**config.mk**
```make
export PLATFORM = sky130hd
export DESIGN_NAME = sram_mem_stage
export DESIGN_NICKNAME = d
export VERILOG_FILES = /design/src/rtl/sram_mem_stage_pkg.sv /design/src/rtl/sram_wait_counter.sv /design/src/rtl/sram_mem_stage.sv
export SDC_FILE = /design/constraint.sdc
export NUM_CORES = 1
export LEC_CHECK = 0
export CAP_MARGIN = 20
export CORE_UTILIZATION = 35
export CTS_CLUSTER_DIAMETER = 60
export DETAILED_ROUTE_END_ITERATION = 10
export PLACE_DENSITY = 0.81
export SLEW_MARGIN = 20
export SYNTH_ARGS = -nofsm -noshare
export SYNTH_HDL_FRONTEND = slang
export SYNTH_SLANG_ARGS = --single-unit
```
**constraint.sdc**
```tcl
create_clock -name clk -period 2 [get_ports clk]
set_input_delay 0.3 -clock clk [delete_from_list [all_inputs] [get_ports clk]]
set_output_delay 0.3 -clock clk [all_outputs]
set_load 0.05 [all_outputs]
```
**src/rtl/sram_mem_stage_pkg.sv**
```systemverilog
// Shared types and helpers for the SRAM-backed MEM stage.
package sram_mem_stage_pkg;

    localparam int SRAM_DATA_LEN = 16;
    localparam int SRAM_ADDR_LEN = 18;

    // Transfer sequencing: one 32-bit word is two 16-bit SRAM accesses.
    typedef enum logic [1:0] {
        IDLE   = 2'd0,
        ACC_LO = 2'd1,
        ACC_HI = 2'd2,
        DONE   = 2'd3
    } mem_state_e;

    // Decoded memory request from the EXE register.
    typedef struct packed {
        logic req;
        logic rd;
        logic wr;
    } mem_req_t;

    // A load wins if the decoder ever raises both enables.
    function automatic mem_req_t decode_req(input logic r_en, input logic w_en);
        mem_req_t q;
        q.req = r_en | w_en;
        q.rd  = r_en;
        q.wr  = w_en & ~r_en;
        return q;
    endfunction

    // Byte address to 32-bit word index relative to the SRAM window base.
    function automatic logic [31:0] word_index(input logic [31:0] byte_addr,
                                               input logic [31:0] base);
        return (byte_addr - base) >> 2;
    endfunction

endpackage

```
**src/rtl/sram_wait_counter.sv**
```systemverilog
// Load/decrement wait counter; tc marks the last clock of an SRAM phase.
module sram_wait_counter #(
    parameter int CW = 1
) (
    input  logic          clk,
    input  logic          rst_n,
    input  logic          load,
    input  logic [CW-1:0] load_val,
    input  logic          dec,
    output logic          tc
);

    logic [CW-1:0] cnt;

    // Reload on phase entry, then count down to zero and hold there.
    always_ff @(posedge clk or negedge rst_n) begin
        if (!rst_n)
            cnt <= '0;
        else if (load)
            cnt <= load_val;
        else if (dec && cnt != '0)
            cnt <= cnt - CW'(1);
    end

    assign tc = (cnt == '0);

endmodule

```
**src/rtl/sram_mem_stage.sv**
```systemverilog
// ARM MEM stage: LDR/STR over a 16-bit SRAM, two half-word accesses per word,
// stalling the front of the pipeline while a transfer is in flight.
module sram_mem_stage
    import sram_mem_stage_pkg::*;
#(
    parameter int BASE_ADDR   = 1024,
    parameter int WAIT_CYCLES = 1,
    parameter int SRAM_AW     = SRAM_ADDR_LEN
) (
    input  logic                     clk,
    input  logic                     rst,
    input  logic                     wb_en_in,
    input  logic                     mem_r_en_in,
    input  logic                     mem_w_en_in,
    input  logic [31:0]              alu_res_in,
    input  logic [31:0]              val_rm_in,
    input  logic [3:0]               dest_in,
    output logic                     wb_en_out,
    output logic                     mem_r_en_out,
    output logic [31:0]              alu_res_out,
    output logic [31:0]              mem_res_out,
    output logic [3:0]               dest_out,
    output logic                     freeze,
    output logic [SRAM_AW-1:0]       sram_addr,
    output logic [SRAM_DATA_LEN-1:0] sram_dq_out,
    input  logic [SRAM_DATA_LEN-1:0] sram_dq_in,
    output logic                     sram_dq_oe,
    output logic                     sram_we_n,
    output logic                     sram_oe_n
);

    localparam int CW = (WAIT_CYCLES > 1) ? $clog2(WAIT_CYCLES) : 1;

    mem_state_e               state, state_nxt;
    mem_req_t                 req;
    logic                     tc, cnt_load, in_acc, cap_lo, cap_hi;
    logic [31:0]              word_full;
    logic [SRAM_AW-2:0]       word;
    logic [SRAM_DATA_LEN-1:0] lo_q;
    logic                     unused_word_bits;

    assign req       = decode_req(mem_r_en_in, mem_w_en_in);
    assign word_full = word_index(alu_res_in, 32'(BASE_ADDR));
    assign word      = word_full[SRAM_AW-2:0];
    // Addresses beyond the SRAM window simply wrap.
    assign unused_word_bits = ^word_full[31:SRAM_AW-1];

    assign in_acc = (state == ACC_LO) || (state == ACC_HI);
    assign cap_lo = (state == ACC_LO) && tc && req.rd;
    assign cap_hi = (state == ACC_HI) && tc && req.rd;

    // Pass-through fields; the EXE register holds them while frozen.
    assign mem_r_en_out = mem_r_en_in;
    assign alu_res_out  = alu_res_in;
    assign dest_out     = dest_in;

    // Stall from the arrival cycle until DONE; reset drops the stall at once
    // even though the request inputs are still up.
    assign freeze    = rst & req.req & (state != DONE);
    assign wb_en_out = wb_en_in & ~freeze;

    // One counter instance serves both half-word phases.
    sram_wait_counter #(.CW(CW)) u_wait (
        .clk      (clk),
        .rst_n    (rst),
        .load     (cnt_load),
        .load_val (CW'(WAIT_CYCLES - 1)),
        .dec      (in_acc),
        .tc       (tc)
    );

    // State register.
    always_ff @(posedge clk or negedge rst) begin
        if (!rst)
            state <= IDLE;
        else
            state <= state_nxt;
    end

    // Next state; the wait counter is reloaded on entry to each access phase.
    always_comb begin
        state_nxt = state;
        cnt_load  = 1'b0;
        case (state)
            IDLE: begin
                if (req.req) begin
                    state_nxt = ACC_LO;
                    cnt_load  = 1'b1;
                end
            end
            ACC_LO: begin
                if (tc) begin
                    state_nxt = ACC_HI;
                    cnt_load  = 1'b1;
                end
            end
            ACC_HI: begin
                if (tc)
                    state_nxt = DONE;
            end
            DONE:    state_nxt = IDLE;
            default: state_nxt = IDLE;
        endcase
    end

    // SRAM pins decode from state so an async reset releases the strobes
    // in the same cycle; outside access phases everything is parked.
    always_comb begin
        sram_addr   = '0;
        sram_dq_out = '0;
        sram_dq_oe  = 1'b0;
        sram_we_n   = 1'b1;
        sram_oe_n   = 1'b1;
        if (in_acc) begin
            sram_addr = {word, (state == ACC_HI)};
            if (req.rd) begin
                sram_oe_n = 1'b0;
            end else if (req.wr) begin
                sram_we_n   = 1'b0;
                sram_dq_oe  = 1'b1;
                sram_dq_out = (state == ACC_HI) ? val_rm_in[31:16] : val_rm_in[15:0];
            end
        end
    end

    // Low half is parked until the high half arrives so mem_res_out
    // updates once per load, on the high capture.
    always_ff @(posedge clk or negedge rst) begin
        if (!rst) begin
            lo_q        <= '0;
            mem_res_out <= '0;
        end else begin
            if (cap_lo)
                lo_q <= sram_dq_in;
            if (cap_hi)
                mem_res_out <= {sram_dq_in, lo_q};
        end
    end

endmodule

```
# == After elaboration in Yosys (flattened, before gate mapping) ==
# Index checks and enable logic that the tools add are counted.
# word_totals
reg_bits,51
latch_bits,0
ramBits,0
romBits,0
inputBits,89
output_inout_bits,108
memories,0
# op_classes
n_addsub,2
mul,0
div_mod_pow,0
order_cmp,0
n_eq_ne,7
shifts,0
muxes,22
bitwise,8
n_reduce_logical,9
# ops
operator,n
$mux 16,4
$sub 19x11->19 const B,1
$mux 18,1
$mux 1,12
$ne 2x2->1 const B,4
$pmux 2 s4,1
$mux 2,3
$logic_and 1x1->1,5
$and 1x1->1,4
$eq 2x2->1 const B,2
$not 1->1,3
$reduce_and 3->1,1
$eq 2x1->1 const B,1
$logic_not 2->1,1
$pmux 1 s2,1
$reduce_bool 2->1,1
$logic_or 1x1->1,1
$or 1x1->1,1
$sub 1x1->1 const B,1

# == Logic depth before layout (Yosys ltp) ==
# Gate-level depths: netlist of run 1.
# depth
ltp_word,5
mapped_depth,6
ltp_nobuf,5

# == By module ==
# A second synthesis of run 1 with hierarchy kept.
# unflattened
hier_cells,240
area_unflattened_um2,2787.7
# by_module_without_submodules
mod,n_inst,cells_per_inst,area_each_um2
sram_mem_stage,1,236,2742.6
sram_wait_counter,1,4,45.0

# == Worst setup path after synthesis of run 1 ==
# No wires, ideal clock.
# synth_path
path_kind,reg-to-output
startpoint,register state[0]
endpoint,output wb_en_out
arrival_time_ns,2.356
required_ns,1.700
slack_ns,-0.656
path_stages_with_launch,4
path_cell_list,dfrtp_1 ha_1 nor3b_1 nor2b_1
# synth_via
elab_chain_cells,4
# synth_lines
element,line,text
start: declaration,sram_mem_stage.sv:34,"mem_state_e state, state_nxt;"
start signal: assignment,sram_mem_stage.sv:77,state <= state_nxt;
$ne 2x2->1,sram_mem_stage.sv:59,assign freeze = rst & req.req & (state != DONE);
$and 1x1->1,sram_mem_stage.sv:59,
named net freeze,sram_mem_stage.sv:23,"output logic freeze,"
$not 1->1,sram_mem_stage.sv:60,assign wb_en_out = wb_en_in & ~freeze;
$and 1x1->1,sram_mem_stage.sv:60,
end: declaration,sram_mem_stage.sv:18,"output logic wb_en_out,"
# The timed path passes the listed nets, and every way through them passes these cells.

# == Worst setup path after layout of run 1 ==
# layout_path
startpoint,register state[0]
endpoint,output sram_dq_out[8]
# layout_via
elab_chain_cells,5
# layout_lines
element,line,text
$eq 2x2->1,"sram_mem_stage.sv:48, sram_mem_stage.sv:121",
$mux 16,sram_mem_stage.sv:121,sram_dq_out = (state == ACC_HI) ? val_rm_in[31:16] : val_rm_in[15:0];
$mux 16,sram_mem_stage.sv:118,end else if (req.wr) begin
$mux 16,sram_mem_stage.sv:116,if (req.rd) begin
$mux 16 (*),sram_mem_stage.sv:114,if (in_acc) begin
end: declaration,sram_mem_stage.sv:25,"output logic [SRAM_DATA_LEN-1:0] sram_dq_out,"
# Every way passes the cells marked *; elsewhere a longest branch is shown, timed or not.

==> results.toml, run 1 <==
[clocking]
cts_buffer_depth = 2
clk_latency_ps = 290
clock_sinks = 51
cts_buffers = 5
htree_levels = 2
tritoncts = "yes"
cts-root-buf = "clkbuf_8"
clkSlewWorstSetupHoldPaths_ps = 90

[setup_path]
startpoint_type = "register"
cp-end-kind = "output port"
crit_required_ps = 1700
cp_slowest_cell = "dfrtp_1"
cp.arrival_ps = 1730
criticalPathCategory = "register to output port"
worst_path_largest_cell_delay_ps = 380
cp_max_fo = 5
path_cells = "inv_2, ha_4, nand3b_1, buf_6, clkbuf_16, nor2_4, buf_12"

[placed_design]
placedCellCount = 468
dp_slack_ps = -325
hpwlAfterDp_um = 5890
portBuffers = 158
place.gp.congestion = 0.741

[global_routing]
antenna_found_initial = 0
gr-total-overflow = 0
first_global_vias = 2418
grt_pass1_wl_um = 12100
grt_max_degree = 52
track_usage_pct = 18.5

[final_layout]
drive_above_1_share_pct = 53.3
instances_no_fill = 494
antennaDiodeCount = 0
fin_util_pct = 71.0
nets = 486
area_growth_pct = 97.1

[sta]
setup_viol = 12
max_slew_margin_pct = 58.6
skew_ps = 5.01
slew_violations = 0
timing.fmax_ghz = 0.493
finalHoldViolCount = 0
layout_worst_path_cycle_share_pct = 101
tightest_slew_ps = 621
rsz0062_at_grt = "yes"
timing.final.crit_period_ps = 2030
fin_ws_ps = -26.7
fin_setup_tns_ps = -170

[synth]
synth_nets = 331
avgSynthCellArea_um2 = 11.7
netlist_area_um2 = 2770
synth_cell_type_count = 26
synth_top_area_share_pct = 46.1
syn_inst = 236
synth_warnings = 0
synth_top_area_cell = "dfrtp_1"
synth_seq_area_share_pct = 46.1
synth.area.top_cells = "dfrtp_1, mux2_2, buf_4"
ys_ff_latch = 51

[power_and_ir_drop]
p_leak_nw = 2.28
irDropWorstVdd_mv = 0.809
p_total_w = 0.00951
power_density_nw_per_um2 = 1740

[detailed_routing]
first_pass_iters = 4
drt_iter0_drc = 57
num_vias = 2330
ant_nets = 0
vias_per_cell = 4.72
drc = 0
wl_per_cell_um = 16.0
routed_wl_um = 7900

[floorplanning]
num_rows = 32
die_x_um = 91.0
die-area_um2 = 8270
core_area_um2 = 7690
io_pins = 197
fp.dieH_um = 91.0
start_util_pct = 36.0

[run]
maxCapViolCount = 0

[status]
outcome = "finished, violations left"
violations = "negative setup slack"

[hold_path]
hold_class = "primary input to asynchronous set/reset pin"
==> worst max-delay path: cells and delay by family (launching register included) <==
family,cells,cell delay (ps)
adder cells (fa/ha/maj),1,280
buffers and inverters,4,550
flip-flops,1,380
AND/OR/NAND/NOR,2,220
==> report_power, final <==
part	internal, W	leakage (nW)	switching [W]	total, W
sequential	0.00155	0.608	0.000252	0.00181
clock	0.000411	0.0618	0.000324	0.000735
combinational	0.00321	1.61	0.00376	0.00697
total	0.00518	2.28	0.00433	0.00951
==> registers in the layout (all words and copies together) (netlist names) <==
name / cells
lo_q: 16
mem_res_out: 32
state: 2
u_wait.cnt: 1
==> area by class of cell <==
| class | instances | area, µm² |
|---|---|---|
| Clock buffer | 6 | 82.6 |
| Fill cell | 526 | 2230 |
| Timing Repair Buffer | 194 | 2410 |
| Tap cell | 102 | 128 |
| Inverter | 5 | 25.0 |
| Clock inverter | 2 | 38.8 |
| Sequential cell | 51 | 1280 |
| Multi-Input combinational cell | 134 | 1500 |
==> per-stage QoR <==
stage	area [µm²]	hold WS, ps
detailed placement	4960	478
global route	5460	176
floorplan	2940	4.41
finish	5460	129
global placement	4960	477
CTS	5270	150
==> layout by cell type (no fill, tap or decap), types with 4 or more instances in the layout <==
cell type / count
clkdlybuf4s50_1: 92
buf_2: 5
nor2_4: 12
buf_12: 54
clkbuf_8: 6
buf_4: 34
o21ai_0: 4
dfrtp_1: 50
mux2i_4: 9
nand2_1: 4
mux2_2: 49
nor2_2: 4
and2_1: 9
mux2i_1: 6
==> cell usage after synthesis <==
library cell  number
dfrtp_1           51
mux2_2            49
buf_4             37
mux2i_1           18
nor2_1            18
and2_1             9
buf_2              6
ha_1               6
inv_1              5
a21boi_0           4
nand2_1            4
nor2b_1            4
o21ai_0            4
clkbuf_1           3
nand2b_1           3
or3_1              3
o31ai_1            2
or4_1              2
a21bo_2            1
a21boi_1           1
and3b_1            1
nand3b_1           1
nor3b_1            1
nor4_1             1
or3_4              1
xnor2_1            1
==> cells by family after synthesis <==
| kind of cell | share of synthesized area [%] |
|---|---|
| compound gates | 2.98 |
| xor+xnor | 0.316 |
| fa+ha+maj | 2.71 |
| buf+inv | 12.2 |
| flops | 46.1 |
| mux | 26.4 |
| simple gates | 9.30 |
==> per-layer routing <==
metal | vias to the layer above | routed length [µm] | GRT usage [%]
met5 | - | 0 | 0
met4 | 0 | 89 | 3.97
met3 | 16 | 469 | 4.19
met2 | 100 | 4420 | 36.7
met1 | 1134 | 2920 | 19.8
li1 | 1080 | - | -
==> repair_timing <==
action                                  CTS  global route
resized for setup                        47            23
endpoints found under the setup margin   26            19
buffers inserted                         11             4
gates cloned                              0             3
pin swaps                                11            13
hold buffers                              0             0
==> final timing paths <==
path | slack, ps | end | startpoint | depth (start not counted)
setup / recovery | -30 | sram_dq_out[8] | state[0] | 7
hold / removal | 130 | mem_res_out[5] | rst | 2
setup reg to reg | 260 | mem_res_out[31] | state[1] | 6
hold reg to reg | 510 | mem_res_out[12] | lo_q[12] | 1
max in group asynchronous | 1430 | state[1] | rst | 2
min in group clk | 510 | mem_res_out[12] | lo_q[12] | 1
Power figures use the tool's default switching activity.
==> inputs of run 2 (changes only) <==
--- a/config.mk
+++ b/config.mk
@@ -6,10 +6,13 @@
 export NUM_CORES = 1
 export LEC_CHECK = 0
 export CAP_MARGIN = 20
-export CORE_UTILIZATION = 35
+export CELL_PAD_IN_SITES_DETAIL_PLACEMENT = 1
+export CELL_PAD_IN_SITES_GLOBAL_PLACEMENT = 2
+export CORE_UTILIZATION = 20
 export CTS_CLUSTER_DIAMETER = 60
 export DETAILED_ROUTE_END_ITERATION = 10
-export PLACE_DENSITY = 0.81
+export MAX_ROUTING_LAYER = met4
+export PLACE_DENSITY_LB_ADDON = 0.1
 export SLEW_MARGIN = 20
 export SYNTH_ARGS = -nofsm -noshare
 export SYNTH_HDL_FRONTEND = slang
==> run 2 against run 1 <==
The flow now finishes without violations. Via count down 1.1%. Clock power up 47%. Combinational power down 1%. Sequential share of layout area down 0.47 points. Maximum frequency up 1.6%. Utilization down 29 points. Wire length up 4.6%. Final cell count up 14%. Design area up 2.0%. Flip-flop and latch count unchanged.
==> results.toml, run 2 (synthesis gave the netlist of run 1 again) <==
[power_and_ir_drop]
irDropWorstVdd_mv = 0.819
p_leak_nw = 2.29
power_density_nw_per_um2 = 1750

[final_layout]
instances_no_fill = 564
largest_register = "mem_res_out"
num-fill-cells = 1415
multi_input_area_um2 = 1480
largest_registers = "mem_res_out: 32 flops, lo_q: 16 flops, state: 2 flops"
nets = 482
drive_above_1_share_pct = 52.1
fin_util_pct = 41.6
seq_area_um2 = 1280
area_growth_pct = 101
largest_register_ffs = 32
layout_common_cells = "clkdlybuf4s50_1, buf_12, dfrtp_1, mux2_2, buf_4"
antennaDiodeCount = 0
final_common_cell = "clkdlybuf4s50_1"

[detailed_routing]
drc = 0
drt_iter0_drc = 57
ant_nets = 0
first_pass_iters = 4
routed_wl_um = 8260
wl_per_cell_um = 14.6
vias_per_cell = 4.09
num_vias = 2305

[clocking]
cts_buffers = 5
tritoncts = "yes"
htree_levels = 2
holdBufCountCts = 0
cts-root-buf = "clkbuf_16"
clk_latency_ps = 290
clock_sinks = 51
clkSlewWorstSetupHoldPaths_ps = 60
cts_buffer_depth = 2

[setup_path]
path_cells = "inv_2, ha_4, nand3b_1, buf_6, clkbuf_16, nor2_4, buf_12"
r2r_start = "state[1]"
startpoint = "state[0]"
cp_slowest_cell = "dfrtp_1"
worst_path_largest_cell_delay_ps = 360
cp_max_fo = 5
criticalPathCategory = "register to output port"
worstRegToRegCells = 7
cp-end-kind = "output port"
cp.arrival_ps = 1690
crit_required_ps = 1700
startpoint_type = "register"

[global_routing]
grt_pass1_wl_um = 13200
antenna_found_initial = 0
first_global_vias = 2529
grt_max_degree = 52
track_usage_pct = 12.2
gr-total-overflow = 0

[sta]
max_slew_margin_pct = 55.8
rsz0062_at_grt = "yes"
timing.final.crit_period_ps = 1990
layout_worst_path_cycle_share_pct = 99.7
setup_viol = 0
finalHoldViolCount = 0
timing.fmax_ghz = 0.502
skew_ps = 3.18
tightest_slew_ps = 663
slew_violations = 0

[placed_design]
place.gp.congestion = 0.675
portBuffers = 158
hpwlAfterDp_um = 6060
placedCellCount = 541

[floorplanning]
die-area_um2 = 14300
core_area_um2 = 13400
die_x_um = 120
start_util_pct = 20.7
num_rows = 42
io_pins = 197
fp.dieH_um = 120

[hold_path]
hold_class = "primary input to asynchronous set/reset pin"

[run]
maxCapViolCount = 0

[status]
outcome = "completed"
run 2: cell types whose count changed in the layout (fill, tap and decap cells not counted), moves of 2 or more:
cell / before / now
clkbuf_8: 6 / 0
nor2_4: 12 / 16
buf_4: 34 / 28
inv_1: 2 / 0
mux2i_2: 3 / 5
mux2i_1: 6 / 8
inv_2: 1 / 3
clkbuf_16: 2 / 7
mux2i_4: 9 / 5
nor2_2: 4 / 0
run 2: power by group:
part           total, W  internal, W  switching (W)
clock           0.00108     0.000717       0.000366
sequential      0.00180      0.00156       0.000243
combinational   0.00688      0.00317        0.00371
run 2: repair_timing:
item | in CTS | in global routing
setup endpoints to repair | 32 | 19
pin swaps | 11 | 14
cloned | 0 | 3
setup buffers | 8 | 4
resized for setup | 39 | 27
run 2: worst max-delay path, delay by kind of cell (launching register included):
kind | cells | cell delay (ps)
buffers and inverters | 4 | 540
DFF | 1 | 360
adders and majority gates | 1 | 300
and+or+nand+nor | 2 | 210
run 2: area by class of cell:
| type | instances | area share [%] |
|---|---|---|
| sequential | 51 | 22.9 |
| tap | 176 | 3.95 |
| inverter | 5 | 0.449 |
| timing repair buffer | 190 | 42.8 |
| clock buffer | 6 | 2.31 |
| multi-input combinational | 134 | 26.5 |
| clock inverter | 2 | 1.08 |
run 2: through the flow:
step	instance area [µm²]	total power [W]	setup TNS, ps	hold slack (ps)	setup slack [ps]
2_1_floorplan	2940	0.00571	-501	4.41	-55.8
3_3_place_gp	5030	0.00821	-1250	479	-291
3_5_place_dp	5030	0.00825	-1390	487	-330
4_1_cts	5360	0.00961	-97.1	201	-36.8
5_1_grt	5570	0.0103	-809	241	-81.9
6_report	5570	0.00977	0	169	5.99
run 2: routing by layer:
metal | share of wire (%) | GRT usage (%) | vias to the layer above
li1 | - | - | 1071
met1 | 39 | 13.8 | 1116
met2 | 50 | 19.7 | 107
met3 | 10 | 4.90 | 11
met4 | 1.1 | 3.67 | 0
met5 | 0 | - | -
run 2: final timing paths:
| path | to | slack [ps] |
|---|---|---|
| max | sram_dq_out[14] | 6 |
| min | lo_q[6] | 170 |
| max reg2reg | mem_res_out[20] | 100 |
| min reg2reg | mem_res_out[14] | 500 |
| max in group asynchronous | state[1] | 1370 |
| min in group clk | mem_res_out[14] | 500 |
==> inputs of run 3 (changes only) <==
--- a/config.mk
+++ b/config.mk
@@ -11,6 +11,7 @@
 export CORE_UTILIZATION = 20
 export CTS_CLUSTER_DIAMETER = 60
 export DETAILED_ROUTE_END_ITERATION = 10
+export GPL_TIMING_DRIVEN = 0
 export MAX_ROUTING_LAYER = met4
 export PLACE_DENSITY_LB_ADDON = 0.1
 export SLEW_MARGIN = 20
==> run 3 against run 2 <==
The flow now finishes with violations (negative setup slack). First-iteration DRC count up 28%. Clock power down 14%. Global-route usage up 0.59 points. Power down 5.6%. Utilization up 0.28 points. Wire length up 8.6%. Register-to-register slack better by 30 ps. Flip-flop and latch count unchanged. Largest power group unchanged. Combinational power down 6.0%. Largest cell class unchanged.
==> results.toml, run 3 (synthesis gave the netlist of run 1 again) <==
[final_layout]
antennaDiodeCount = 0
drive_above_1_share_pct = 49.8
largest_register_ffs = 32
instances_no_fill = 616
nets = 535
largest_registers = "mem_res_out: 32 flops, lo_q: 16 flops, state: 2 flops"
seq_area_um2 = 1280
final_common_cell = "clkdlybuf4s50_1"
area_growth_pct = 102
layout_common_cells = "clkdlybuf4s50_1, buf_4, dfrtp_1, mux2_2, buf_6"
multi_input_area_um2 = 1470
largest_register = "mem_res_out"
finalInstanceArea_um2 = 5610
num-fill-cells = 1443

[sta]
timing.final.crit_period_ps = 2030
slew_violations = 0
tightest_slew_ps = 531
fin_ws_ps = -31.1
finalHoldViolCount = 0
layout_worst_path_cycle_share_pct = 102
skew_ps = 7.30
max_slew_margin_pct = 64.5
timing.fmax_ghz = 0.492
rsz0062_at_grt = "yes"
setup_viol = 9

[clocking]
tritoncts = "yes"
htree_levels = 2
clkSlewWorstSetupHoldPaths_ps = 60
cts_buffers = 5
clock_sinks = 51
cts_buffer_depth = 2
cts-root-buf = "clkbuf_16"
clk_latency_ps = 280

[setup_path]
crit_required_ps = 1700
r2r_start = "state[0]"
cp-end-kind = "output port"
startpoint_type = "register"
cp_max_fo = 6
cp.arrival_ps = 1730
criticalPathCategory = "register to output port"
startpoint = "state[0]"

[floorplanning]
die_x_um = 120
io_pins = 197
die-area_um2 = 14300
num_rows = 42
fp.dieH_um = 120
core_area_um2 = 13400
start_util_pct = 20.7

[hold_path]
hold_class = "register to register"
worstHoldStart = "lo_q[14]"

[detailed_routing]
wl_per_cell_um = 14.6
drc = 0
first_pass_iters = 3
num_vias = 2502
routed_wl_um = 8970
drt_iter0_drc = 73
ant_nets = 0
vias_per_cell = 4.06

[status]
outcome = "finished, violations left"
violations = "negative setup slack"

[power_and_ir_drop]
irDropWorstVdd_mv = 0.494
power_density_nw_per_um2 = 1640
p_leak_nw = 2.40

[placed_design]
dp_slack_ps = -1040
dpl-instance-area_um2 = 4930
hpwlAfterDp_um = 6550
place.gp.congestion = 0.677
portBuffers = 177
placedCellCount = 589

[global_routing]
grt_pass1_wl_um = 14300
first_global_vias = 2769
gr-total-overflow = 0
grt_max_degree = 53
track_usage_pct = 12.8
antenna_found_initial = 0

[run]
maxCapViolCount = 0
## run 3: path summary, 6_finish.rpt
path / end / slack, ps / cells past startpoint
worst max-delay path: sram_dq_out[8] / -30 / 8
worst min-delay path: mem_res_out[14] / 500 / 1
worst max register to register: lo_q[10] / 130 / 5
worst min register to register: mem_res_out[14] / 500 / 1
max in group asynchronous: lo_q[2] / 1230 / 4
min in group asynchronous: mem_res_out[29] / 550 / 3
## run 3: cell type report
cell class	count	area share [%]
Buffer	45	6.54
Clock buffer	5	2.23
Clock inverter	2	0.669
Inverter	5	0.402
Multi-Input combinational cell	134	26.2
Sequential cell	51	22.8
Tap cell	176	3.93
Timing Repair Buffer	198	37.2
## run 3: timing repair
item / in CTS / in global routing
pin swaps: 17 / 11
hold buffers: 0 / 4
endpoints found under the hold margin: 0 / 25
endpoints found under the setup margin: 49 / 55
gates cloned: 2 / 0
gates resized for setup: 317 / 45
buffers inserted: 13 / 3
## run 3: per-stage QoR
stage / utilization (%) / power, W / setup TNS [ps] / hold slack [ps]
3_3_place_gp: 36.8 / 0.00752 / -85900 / 479
6_report: 41.9 / 0.00922 / -144 / 497
2_1_floorplan: - / 0.00571 / -501 / 4.41
5_1_grt: 41.9 / 0.00971 / -1810 / 516
4_1_cts: 40.7 / 0.00919 / -753 / 78.2
3_5_place_dp: 36.8 / 0.00758 / -32280 / 389
## run 3: per-layer routing
layer / track usage, % / vias up / wire [µm]
li1: - / 1174 / -
met1: 16.0 / 1215 / 3720
met2: 21.2 / 109 / 4620
met3: 2.90 / 4 / 578
met4: 2.34 / 0 / 55
met5: - / - / 0
## run 3: report_power, final
group	internal, W	switching, W
Combinational	0.00274	0.00373
Sequential	0.00156	0.000257
Clock	0.000583	0.000351
## run 3: worst max-delay path: stages (launching register included)
cell and delay [ps]:
dfrtp_1 360, inv_2 60, buf_6 120, ha_4 260, nand3b_1 80, buf_6 150, clkbuf_16 170, nor2_4 90
buf_6 160
